==> config.mk <==
export PLATFORM = sky130hd
export DESIGN_NAME = exec_sched
export DESIGN_NICKNAME = d
export VERILOG_FILES = /design/src/rtl/exec_pkg.sv /design/src/rtl/rr_arbiter.sv /design/src/rtl/exec_sched.sv
export SDC_FILE = /design/constraint.sdc
export NUM_CORES = 1
export LEC_CHECK = 0
export CAP_MARGIN = 20
export CELL_PAD_IN_SITES_DETAIL_PLACEMENT = 1
export CELL_PAD_IN_SITES_GLOBAL_PLACEMENT = 2
export CORE_MARGIN = 2
export CORE_UTILIZATION = 22
export CTS_CLUSTER_DIAMETER = 30
export DETAILED_ROUTE_END_ITERATION = 6
export GPL_ROUTABILITY_DRIVEN = 0
export PLACE_DENSITY = 0.89
export SLEW_MARGIN = 20
export SYNTH_ARGS = -nofsm -noshare
export SYNTH_HDL_FRONTEND = slang
export SYNTH_SLANG_ARGS = --single-unit
export TNS_END_PERCENT = 20
==> constraint.sdc <==
create_clock -name clk -period 1.9 [get_ports clk]
set_clock_uncertainty 0.15 [all_clocks]
set_input_delay 0.19 -clock clk [delete_from_list [all_inputs] [get_ports clk]]
set_output_delay 0.19 -clock clk [all_outputs]
set_load 0.005 [all_outputs]
==> src/rtl/exec_pkg.sv <==
// Shared types and constants for the action-executor scheduler.
package exec_pkg;

    localparam int DEFAULT_ADDR_W = 8;

    localparam logic TRUE  = 1'b1;
    localparam logic FALSE = 1'b0;

    typedef enum logic [1:0] {
        ST_IDLE,
        ST_RUN,
        ST_RELEASE,
        ST_MOD
    } exec_sched_state_t;

endpackage

==> src/rtl/rr_arbiter.sv <==
// Combinational round-robin pick: first set request at or after ptr, wrapping.
module rr_arbiter #(
    parameter  int NUM_REQ = 4,
    localparam int IDX_W   = $clog2(NUM_REQ)
) (
    input  logic [NUM_REQ-1:0] req,
    input  logic [IDX_W-1:0]   ptr,
    output logic [NUM_REQ-1:0] gnt,
    output logic [IDX_W-1:0]   idx,
    output logic               any
);

    localparam int DBL_W     = 2 * NUM_REQ;
    localparam int DBL_IDX_W = $clog2(DBL_W);

    // Doubling the vector turns the wrapping search into a plain linear scan.
    logic [DBL_W-1:0]     dbl;
    logic [DBL_IDX_W-1:0] pos;

    assign dbl = {req, req};

    always_comb begin
        // NOTE: every output gets a default first so no path leaves a latch.
        gnt = '0;
        idx = '0;
        any = 1'b0;
        pos = '0;
        for (int i = 0; i < NUM_REQ; i++) begin
            pos = DBL_IDX_W'(ptr) + DBL_IDX_W'(i);
            if (!any && dbl[pos]) begin
                any = 1'b1;
                idx = (pos >= DBL_IDX_W'(NUM_REQ)) ? IDX_W'(pos - DBL_IDX_W'(NUM_REQ))
                                                   : IDX_W'(pos);
            end
        end
        if (any) gnt[idx] = 1'b1;
    end

endmodule

==> src/rtl/exec_sched.sv <==
// Shares one action executor among NUM_REQ requesters, interleaving op-table
// reconfiguration; owns the executor start/ready and mod_start handshakes.
module exec_sched
    import exec_pkg::*;
#(
    parameter  int NUM_REQ = 4,
    parameter  int ADDR_W  = DEFAULT_ADDR_W,
    localparam int IDX_W   = $clog2(NUM_REQ)
) (
    input  logic                            clk,
    input  logic                            rst,
    input  logic [NUM_REQ-1:0]              req_i,
    input  logic [NUM_REQ-1:0][ADDR_W-1:0]  op_start_i,
    output logic [NUM_REQ-1:0]              gnt_o,
    output logic [IDX_W-1:0]                sel_o,
    output logic [NUM_REQ-1:0]              done_o,
    output logic                            exec_start_o,
    output logic [ADDR_W-1:0]               exec_op_start_o,
    input  logic                            exec_ready_i,
    input  logic                            mod_req_i,
    output logic                            mod_ack_o,
    output logic                            exec_mod_start_o,
    output logic                            busy_o
);

    exec_sched_state_t    state_q, state_d;
    logic [NUM_REQ-1:0]   gnt_q,   gnt_d;
    logic [IDX_W-1:0]     sel_q,   sel_d;
    logic [ADDR_W-1:0]    op_q,    op_d;
    logic [IDX_W-1:0]     ptr_q,   ptr_d;
    logic [NUM_REQ-1:0]   done_q,  done_d;

    logic [NUM_REQ-1:0]   arb_gnt;
    logic [IDX_W-1:0]     arb_idx;
    logic                 arb_any;

    rr_arbiter #(
        .NUM_REQ (NUM_REQ)
    ) u_arb (
        .req (req_i),
        .ptr (ptr_q),
        .gnt (arb_gnt),
        .idx (arb_idx),
        .any (arb_any)
    );

    always_comb begin
        state_d = state_q;
        gnt_d   = gnt_q;
        sel_d   = sel_q;
        op_d    = op_q;
        ptr_d   = ptr_q;
        done_d  = '0;
        unique case (state_q)
            ST_IDLE: begin
                if (mod_req_i == TRUE) begin
                    state_d = ST_MOD;
                end else if (arb_any) begin
                    state_d = ST_RUN;
                    gnt_d   = arb_gnt;
                    sel_d   = arb_idx;
                    op_d    = op_start_i[arb_idx];
                end
            end
            ST_RUN: begin
                if (exec_ready_i == TRUE) begin
                    state_d = ST_RELEASE;
                    done_d  = gnt_q;
                    ptr_d   = (sel_q == IDX_W'(NUM_REQ - 1)) ? '0 : sel_q + IDX_W'(1);
                end
            end
            // Hold the grant until the executor has visibly left its DONE state.
            ST_RELEASE: begin
                if (exec_ready_i == FALSE) begin
                    state_d = ST_IDLE;
                    gnt_d   = '0;
                end
            end
            ST_MOD: begin
                state_d = ST_IDLE;
            end
            default: begin
                state_d = ST_IDLE;
            end
        endcase
    end

    always_ff @(posedge clk) begin
        // NOTE: reset is synchronous here, so it lives inside the clocked branch only.
        if (rst) begin
            state_q <= ST_IDLE;
            gnt_q   <= '0;
            sel_q   <= '0;
            op_q    <= '0;
            ptr_q   <= '0;
            done_q  <= '0;
        end else begin
            // NOTE: non-blocking so every register updates from pre-edge values.
            state_q <= state_d;
            gnt_q   <= gnt_d;
            sel_q   <= sel_d;
            op_q    <= op_d;
            ptr_q   <= ptr_d;
            done_q  <= done_d;
        end
    end

    assign gnt_o            = gnt_q;
    assign sel_o            = sel_q;
    assign exec_op_start_o  = op_q;
    assign done_o           = done_q;
    assign exec_start_o     = (state_q == ST_RUN);
    assign exec_mod_start_o = (state_q == ST_MOD);
    assign mod_ack_o        = (state_q == ST_MOD);
    assign busy_o           = (state_q != ST_IDLE);

endmodule

==> results.yml <==
run_status:
  status: "finished clean"
timing:
  slew_headroom_pct: 54.53
  finalSetupViolations: 0
  timing.fmax_ghz: 0.5638
  post-route-period-util_pct: 93.35
  setup_slack_ns: 0.1263
  rsz0062_at_grt: "no"
  hold_violations: 0
  finalCriticalPeriod_ns: 1.774
  finalMaxSlewViolations: 0
  tightest_slew_ns: 0.6784
  tns_ns: 0
die:
  core_sq_um: 5172
  fp.dieH_microns: 77.62
  dieArea_sq_um: 6025
  initial_core_util_pct: 23.05
  die_w_microns: 77.62
  pin_count: 62
  row_count: 26
detailed_routing:
  viasPerCell: 4.713
  dr.pass1.iters: 4
  vias: 1249
  drt-total-wl_mm: 4.034
  drtAntennaViolNets: 0
  wire_per_inst_microns: 15.22
  drtIter0Drc: 36
  drc_errors: 0
critical_path:
  path_max_fanout: 8
  cp_cell_sequence: "nand2b_1, a21oi_1, a211o_1, buf_12, mux2i_1, o32ai_1"
  critPathArrivalTime_ns: 1.78
  slowest_delay_ns: 0.40
  required_ns: 1.91
  r2r_cells: 6
  cp_top_family: "compound AO/OA/AOI/OAI gates"
  setup.worst_path.class: "reg2reg"
  critPathBufInv: 1
  worst-path-stages: 6
  crit_slowest_cell: "dfxtp_1"
  startpoint_type: "flop"
  crit_path_end_kind: "flop"
grt:
  grt_max_degree: 14
  grt-ovfl-total: 0
  antenna_found_initial: 0
  first_global_vias: 1302
  grt_pass1_wl_mm: 6.527
  grt_usage_pct: 14.01
logic_synthesis:
  synth_most_common_cell: "dfxtp_1"
  synth_top_flop_cell: "dfxtp_1"
  synth_common_cells: "dfxtp_1, nor2_1, mux2i_1"
  synth.area.top_cells: "dfxtp_1, a221oi_2, mux2i_1"
  synth.net_count: 161
  syn_area_sq_um: 1192
  async_reset_ff_share_pct: 0
  synth_cell_types: 39
  avgSynthCellArea_sq_um: 9.937
  synth_top_area_cell: "dfxtp_1"
  yosysSeqAreaShare_pct: 36.94
  yosysWarningCount: 0
  netlist.area_leader.share_pct: 36.94
  ys_ff_latch: 22
  synth_edf_count: 0
  synth_cells: 120
pwr:
  p_per_area_nw_per_um2: 669.4
  ir_worst_vdd_uv: 293.1
  total_power_mw: 1.411
  p_leak_nw: 0.8325
clock_tree:
  cts_buffers: 3
  cts_sinks: 22
  clkSlewWorstSetupHoldPaths_ns: 0.09
  root_buffer: "clkbuf_8"
  cts_tree: "done"
  htreeDepth: 1
  clock_latency_ns: 0.27
  cts_max_path_buffers: 2
placed_design:
  io_buffer_count: 61
  hpwl_mm: 3.128
  post_dp_cell_area_sq_um: 2004
  dp_slack_ns: -0.3052
finish:
  stdcell_area_sq_um: 2108
  nets: 237
  n_antenna_cell: 0
  drive_gt1_share_pct: 19.49
  syn2layout_area_growth_pct: 76.81
run:
  maxCapViolations: 0
worst_hold_path:
  hold_class: "reg2reg"
  min_path_cells: 1
power by group:
| group | switching [mW] | internal, mW |
|---|---|---|
| Sequential | 0.0223 | 0.495 |
| Clock | 0.176 | 0.282 |
| Combinational | 0.176 | 0.259 |
| Total | 0.375 | 1.04 |
final timing paths:
kind | from | end | slack [ns]
setup / recovery | ptr_q[0] | exec_op_start_o[3] | 0.13
hold / removal | gnt_o[1] | done_o[1] | 0.35
hold reg to reg | gnt_o[1] | done_o[1] | 0.35
setup reg to reg | ptr_q[0] | exec_op_start_o[3] | 0.13
logic make-up after synthesis:
group / synth area share (%)
adder cells (fa/ha/maj): 1.049
buffers and inverters: 4.616
AND/OR/NAND/NOR: 19.20
AO/OA/AOI/OAI: 29.80
flip-flops: 36.94
multiplexers: 8.395
placed cells by master (no fill, tap or decap), types with 4 or more instances in the layout:
master / netlist / layout
a221oi_2: 8 / 8
buf_4: 2 / 13
dfxtp_1: 22 / 22
mux2i_1: 10 / 10
nand2b_1: 4 / 4
clkdlybuf4s50_1: 0 / 59
nor2_1: 15 / 15
a21oi_1: 7 / 7
nand2_1: 4 / 4
and2_1: 5 / 5
o32ai_1: 8 / 8
flip-flops by register name, summed over array words and instances, names as in the netlist:
signal and count:
sel_o 2, state_q 2, done_o 4, exec_op_start_o 8, ptr_q 2, gnt_o 4
what timing repair did:
item	CTS	global route
pin swaps	0	1
hold buffers	0	0
setup buffers	0	0
setup endpoints to repair	2	8
cloned	0	1
gates resized for setup	1	5
hold endpoints to repair	0	0
metal layers:
metal / GRT usage, % / wire length (microns)
met4: 6.429 / 78
met1: 16.70 / 1763
met5: 0 / 0
met2: 22.84 / 1921
met3: 4.419 / 271
per-stage QoR:
step           instances  util, %  hold slack (ns)
5_1_grt              265    40.76           0.3712
6_report             265    40.76           0.3494
3_3_place_gp         260    38.75           0.3329
3_5_place_dp         260    38.75           0.3333
4_1_cts              264    40.25           0.3504
2_1_floorplan        120        -           0.1624
area by class of cell:
cell class | count | area [sq um]
timing repair buffer | 77 | 773.2
multi-input combinational | 89 | 724.4
fill | 601 | 3064
clock buffer | 3 | 41.29
clock inverter | 1 | 30.03
inverter | 3 | 11.26
sequential | 22 | 440.4
tap | 70 | 87.58
Note: power is estimated with default switching activity, not from simulation.
